==> config.mk <==
export PLATFORM = sky130hd
export DESIGN_NAME = imem_loader
export DESIGN_NICKNAME = d
export VERILOG_FILES = /design/src/rtl/imem_loader.sv
export SDC_FILE = /design/constraint.sdc
export NUM_CORES = 1
export LEC_CHECK = 0
export ABC_AREA = 0
export CAP_MARGIN = 20
export CORE_ASPECT_RATIO = 1.75
export CORE_MARGIN = 3
export CORE_UTILIZATION = 58
export CTS_BUF_LIST = sky130_fd_sc_hd__clkbuf_8
export CTS_CLUSTER_SIZE = 12
export DETAILED_ROUTE_END_ITERATION = 7
export MAX_ROUTING_LAYER = met4
export PLACE_DENSITY = 0.82
export SYNTH_ARGS = -nofsm -noshare
export SYNTH_HDL_FRONTEND = slang
export SYNTH_SLANG_ARGS = --single-unit
==> constraint.sdc <==
create_clock -name clk -period 2.99 [get_ports clk]
set_input_delay 0.4485 -clock clk [delete_from_list [all_inputs] [get_ports clk]]
set_output_delay 0.4485 -clock clk [all_outputs]
set_load 0.05 [all_outputs]
==> src/rtl/imem_loader.sv <==
// Instruction-memory loader: turns a length-prefixed byte stream into big-endian
// 32-bit word writes and holds the processor in reset until the image is complete.
module imem_loader #(
   parameter int DEPTH  = 32,
   parameter int ADDR_W = 5
) (
   input  logic              clk,
   input  logic              rst,
   input  logic              reload,
   input  logic              in_valid,
   input  logic [7:0]        in_data,
   output logic              in_ready,
   output logic              wr_en,
   output logic [ADDR_W-1:0] wr_addr,
   output logic [31:0]       wr_data,
   output logic              cpu_hold,
   output logic              done,
   output logic              error,
   output logic [2:0]        state_dbg
);

   // Handshake: a byte moves on a rising edge where in_valid && in_ready; in_ready
   // is registered and in_valid may toggle freely, a byte is consumed only on a transfer.
   localparam logic [2:0] S_LEN_HI = 3'd0;
   localparam logic [2:0] S_LEN_LO = 3'd1;
   localparam logic [2:0] S_DATA   = 3'd2;
   localparam logic [2:0] S_FIN    = 3'd3;
   localparam logic [2:0] S_RUN    = 3'd4;
   localparam logic [2:0] S_ERR    = 3'd5;

   localparam logic [15:0] DEPTH_W = 16'(DEPTH);

   logic [2:0]  state;
   logic [15:0] count;
   logic [15:0] word_idx;
   logic [1:0]  byte_cnt;
   logic [23:0] word_sr;
   logic        xfer;
   logic [15:0] len_n;
   logic        word_last;

   assign xfer      = in_valid && in_ready;
   assign len_n     = {count[15:8], in_data};
   assign word_last = (word_idx == (count - 16'd1));
   assign state_dbg = state;

   always_ff @(posedge clk or negedge rst) begin
      if (!rst) begin
         state    <= S_LEN_HI;
         in_ready <= 1'b0;
         wr_en    <= 1'b0;
         wr_addr  <= '0;
         wr_data  <= '0;
         cpu_hold <= 1'b1;
         done     <= 1'b0;
         error    <= 1'b0;
         count    <= '0;
         word_idx <= '0;
         byte_cnt <= '0;
         word_sr  <= '0;
      end else if (reload) begin
         // Restart wins over a byte offered in the same cycle; memory contents stay.
         state    <= S_LEN_HI;
         in_ready <= 1'b1;
         wr_en    <= 1'b0;
         cpu_hold <= 1'b1;
         done     <= 1'b0;
         error    <= 1'b0;
         count    <= '0;
         word_idx <= '0;
         byte_cnt <= '0;
         word_sr  <= '0;
      end else begin
         wr_en <= 1'b0;
         done  <= 1'b0;
         case (state)
            S_LEN_HI: begin
               in_ready <= 1'b1;
               if (xfer) begin
                  count[15:8] <= in_data;
                  state       <= S_LEN_LO;
               end
            end
            S_LEN_LO: begin
               if (xfer) begin
                  count[7:0] <= in_data;
                  if (len_n == 16'd0) begin
                     state    <= S_RUN;
                     in_ready <= 1'b0;
                     cpu_hold <= 1'b0;
                     done     <= 1'b1;
                  end else if (len_n > DEPTH_W) begin
                     state    <= S_ERR;
                     in_ready <= 1'b0;
                     error    <= 1'b1;
                  end else begin
                     state <= S_DATA;
                  end
               end
            end
            S_DATA: begin
               if (xfer) begin
                  if (byte_cnt == 2'd3) begin
                     wr_en    <= 1'b1;
                     wr_addr  <= word_idx[ADDR_W-1:0];
                     wr_data  <= {word_sr, in_data};
                     byte_cnt <= 2'd0;
                     word_idx <= word_idx + 16'd1;
                     if (word_last) begin
                        state    <= S_FIN;
                        in_ready <= 1'b0;
                     end
                  end else begin
                     word_sr  <= {word_sr[15:0], in_data};
                     byte_cnt <= byte_cnt + 2'd1;
                  end
               end
            end
            S_FIN: begin
               // Final write is visible this cycle; release the processor next.
               state    <= S_RUN;
               cpu_hold <= 1'b0;
               done     <= 1'b1;
            end
            S_RUN: begin
               in_ready <= 1'b0;
            end
            S_ERR: begin
               in_ready <= 1'b0;
            end
            default: begin
               state    <= S_LEN_HI;
               in_ready <= 1'b0;
            end
         endcase
      end
   end

endmodule

Word-level counts from Yosys, hierarchy flattened --
Index checks and enable logic that the tools add are counted.
Cells by class: $lt $le $gt $ge 1, div/mod/pow operators 0, shift-type cells 0, multiply operators 0, muxes and demuxes 50, bitwise logic cells 1, reduce and logical (&&, ||, !) cells 21, add/sub/neg operators 3, equal/unequal tests 18
Operator list (count):
- $mux W24 | 4
- $mux W16 | 5
- $mux W3 | 8
- $mux W8 | 3
- $mux W1 | 22
- $ne A3 B3 Y1 const B | 6
- $add A16 B1 Y16 const B | 1
- $eq A16 B16 Y1 | 1
- $gt A16 B6 Y1 const B | 1
- $logic_not A16 Y1 | 1
- $sub A16 B1 Y16 const B | 1
- $pmux W3 S5 | 1
- $reduce_and A6 Y1 | 2
- $reduce_bool A2 Y1 | 6
- $reduce_and A3 Y1 | 3
- $mux W2 | 4
- $reduce_and A4 Y1 | 2
- $eq A3 B2 Y1 const B | 2
- $eq A3 B3 Y1 const B | 2
- $ne A2 B2 Y1 const B | 3
- $reduce_and A2 Y1 | 3
- $ne A4 B4 Y1 const B | 1
- $pmux W1 S2 | 2
- $pmux W1 S4 | 1
- 9 further kinds | 9
Storage, ports and cells: word-level logic and storage cells 107, output and inout port bits 45, register bits 103, bits in latches 0, bits in writable memories 0, bits in read-only memories 0, bits of input ports 12, memories kept 0

Longest topological paths before layout --
depth after elaboration 7, mapped depth 10, mapped depth without buffers 9

Worst setup path before layout --
No wires, ideal clock.
path type flip-flop to flip-flop, from register count[8], to register state[0] (netlist: state_dbg[0]), setup slack 0.324 ns, path buffers 0, cell stages (with the launch flop) 8, data arrival time 2.584 ns, library setup time 0.082 ns, data required time 2.908 ns, clock period less this slack 2.666 ns, path through dfrtp_1 -> or4_4 -> or4_4 -> xnor2_1 -> nor4b_2 -> nand4_1 -> or4_1 -> a31oi_1
Between the ends: word-level cells in the longest chain between the ends 6, elaborated cells between the ends (all ways) 11, those cells by class add/sub (1); order compare (1); eq/ne (2); mux (5); reduce/logical (2)
Ends and longest elaborated chain:
- start, declared | RTL line 34 | logic [15:0] count;
- start signal, assigned | RTL line 80 | count[15:8] <= in_data;
- parallel branches: the longest is 6 deep, another holds $sub A16 B1 Y16
- end signal, assigned | RTL line 63 | state <= S_LEN_HI;
- end signal, assigned | RTL line 81 | state <= S_LEN_LO;
- end signal, assigned | RTL line 88 | state <= S_RUN;
- end, declared | RTL line 33 | logic [2:0] state;
Several ways; the timed one is not identified. The select of a mux whose other input is x is not followed. A chain may end at the register's enable or synchronous reset.

Worst setup path after layout --
from register count[0], to register state[0] (netlist: state_dbg[0])
Between the ends: word-level cells in the longest chain between the ends 4
Ends and longest elaborated chain:
- start signal, assigned | RTL line 86 | count[7:0] <= in_data;
- $sub A16 B1 Y16 | RTL line 44 | assign word_last = (word_idx == (count - 16'd1));
- $eq A16 B16 Y1 | RTL line 44
- $ne A3 B3 Y1 (no source line)
- $reduce_and A6 Y1 (no source line)
- end signal, assigned | RTL line 49 | state <= S_LEN_HI;
- end signal, assigned | RTL line 63
- end signal, assigned | RTL line 81
Every way passes these cells.

==> impl_metrics.toml <==
[outcome]
status = "finished, final reports clean"

[final_layout]
diodes = 0
nNetsFinal = 585
fin_util_pct = 71.92
fin_area_um2 = 5727
area_delta_synth_final_pct = 19.75
drive_gt1_share_pct = 8.696
multi_input_area_um2 = 2071
seqCellArea_um2 = 2579
n_fill_cell = 612

[run]
maxCapViolCount = 0

[worst_setup_path]
rr_startpoint = "count[0]"
worstPathRequired_ps = 3280
start_kind = "flip-flop"
path_class = "reg -> reg"
critPathArrivalTime_ps = 3070
critPathMaxFanout = 6
crit_path_end_kind = "flip-flop"
critPathLaunch = "count[0]"

[synth]
synth_nets = 522
yosys-top-cells-area = "dfrtp_1 53%, nand2_1 11%, a22o_1 4.2%"
synthSimpleGateAreaFrac_pct = 23.44
netlist.area_leader.share_pct = 53.38
async_reset_ff_share_pct = 100.0
synth_top_cell_by_area = "dfrtp_1"
syn_inst = 507
ys_seq_area_share_pct = 53.92
synth_flop_cell = "dfrtp_1"
synthTopCellsByCount = "139 x nand2_1, 102 x dfrtp_1, 44 x nor2_1"
synth_area_um2 = 4782
synthMuxAreaShare_pct = 2.302
synth_area_per_cell_um2 = 9.432
synth_xor_area_share_pct = 6.410
synth_compound_area_share_pct = 10.26
ys_warn_count = 0
ys_ff_latch = 103
synth_fa_ha_area_share_pct = 0.7849
synth.lib_cells_used.distinct = 45
synth_top_family_by_area = "simple AND/OR/NAND/NOR gates"
yosysMostFrequentCell = "nand2_1"
synth-edff-count = 0

[clock_network]
h-tree-depth = 3
clkSlewWorstSetupHoldPaths_ps = 100
cts_tree = "yes"
cts.sinks = 103
cts_made_buffers = 9
clk_latency_ps = 370
root_buffer = "clkbuf_8"
clock_path_buffers = 2

[place]
place_area_um2 = 5528
post-dp-hpwl_um = 8412
port_buffers = 56
gp_congestion = 0.9540

[drt]
ant_nets = 0
wl_per_cell_um = 17.24
first_pass_iters = 5
vias_per_cell = 5.916
vias = 3934
drt-initial-drc-count = 193
drc_errors = 0
drt_wl_total_um = 11460

[floorplan]
core_region_area_um2 = 7963
core.rowCount = 43
io_pins = 57
die_y_um = 126.1
start_util_pct = 60.06
dieWidth_um = 74.64
dieArea_um2 = 9414

[global_routing]
antenna_found_initial = 0
grtUsageTotal_pct = 27.20
grt_max_degree = 61
grt-ovfl-total = 0
grt_first_pass_wirelength_um = 18910
grt_pass1_vias = 3893

[timing]
hold_violations = 0
worst_pin_slew_ps = 740.7
fin_tns_setup_ps = 0
skew_ps = 10.13
setup_viol = 0
rsz0062_at_grt = "false"
max_freq_mhz = 360.4
max-slew-margin-rel_pct = 50.62
min_period_ps = 2775
period_share_pct = 92.81
slew_viol_final = 0

[power]
irDropWorstVdd_v = 0.0003155
p_per_area_nw_per_um2 = 453.2
leakage_nw = 2.744
power.total_mw = 2.595

[min_path]
min_path_type = "in -> async"
[registers in the layout, summed over array words and instances (netlist names), 2 cells and up]
register and flops:
wr_data 32, word_sr 24, count 16, word_idx 16, wr_addr 5, state_dbg 3, byte_cnt 2
[through the flow]
stage | std cells | hold slack (ps) | setup slack, ps
floorplan | 507 | 152.9 | 323.8
global placement | 647 | 456.0 | 239.5
detailed placement | 647 | 457.6 | 191.9
CTS | 663 | 147.0 | 148.9
global route | 665 | 175.3 | 79.92
finish | 665 | 131.5 | 215.1
[cell usage in the layout, fill, tap and decap left out, types with 3 or more instances in the layout]
master           synthesis  final
clkdlybuf4s50_1          0     55
nor2_1                  44     44
a31oi_1                  4      4
nand4_1                  6      6
xor2_1                  15     15
and3_1                   6      6
clkinvlp_4               0      3
nor3_1                   7      6
nor4_1                   4      4
nand3_1                  8      8
nand2b_1                 9      9
buf_4                    0     24
or4_1                    6      6
nand2_1                139    139
o21ai_0                 20     20
a22o_1                  23     23
ha_1                     3      3
xnor2_1                 20     20
mux2i_1                 11     11
dfrtp_1                102    102
inv_1                    8      8
or4_4                    3      3
clkbuf_8                 0     11
or3_1                    3      3
or2_2                    3      3
a21oi_1                  7      7
[kinds of logic after synthesis]
| group | after synthesis |
|---|---|
| AOI/OAI and AO/OA | 70 |
| xor gates and xnor gates | 35 |
| adders and majority gates | 3 |
| buffers and inverters | 36 |
| DFF | 103 |
| muxes | 11 |
| and+or+nand+nor | 249 |
[per-layer routing]
layer | global-route usage, % | wire [µm] | up-vias
met4 | 15.30 | 536 | 0
met1 | 31.61 | 4216 | 1902
met2 | 43.39 | 6140 | 161
met3 | 4.712 | 570 | 39
met5 | - | 0 | -
li1 | - | - | 1832
[final cells by class]
cell class	instances	share of cell area, %
Multi-Input combinational cell	368	36.16
Inverter	8	0.5244
Sequential cell	103	45.03
Clock inverter	5	0.5681
Tap cell	90	1.966
Timing Repair Buffer	80	13.11
Clock buffer	11	2.644
[worst max-delay path, cell delays in order (launching register included)]
cell     delay, ps
dfrtp_1        440
or4_4          600
or4_4          510
xnor2_1        160
nor4b_2        200
nand4_1        140
or4_1          480
a31oi_1        170
[repair_timing]
item | CTS | global route
buffers inserted | 0 | 1
gates resized for setup | 0 | 0
hold buffers | 0 | 0
endpoints found under the setup margin | 0 | 1
hold endpoints to repair | 0 | 0
[power breakdown]
group | switching (mW) | total, mW | leakage (nW) | internal [mW]
clock network | 0.466 | 0.811 | 0.0873 | 0.345
logic | 0.197 | 0.334 | 1.24 | 0.137
registers | 0.0343 | 1.45 | 1.42 | 1.42
[final timing paths]
| path | endpoint | slack [ps] | cells after the start |
|---|---|---|---|
| max in group asynchronous | word_idx[5] | 2150 | 2 |
| worst max register to register | state_dbg[0] | 220 | 7 |
| worst min-delay path | word_sr[19] | 130 | 1 |
| worst min register to register | wr_data[18] | 480 | 2 |
| min in group clk | wr_data[18] | 480 | 2 |
| worst max-delay path | state_dbg[0] | 220 | 7 |
Note: power is estimated with default switching activity, not from simulation.
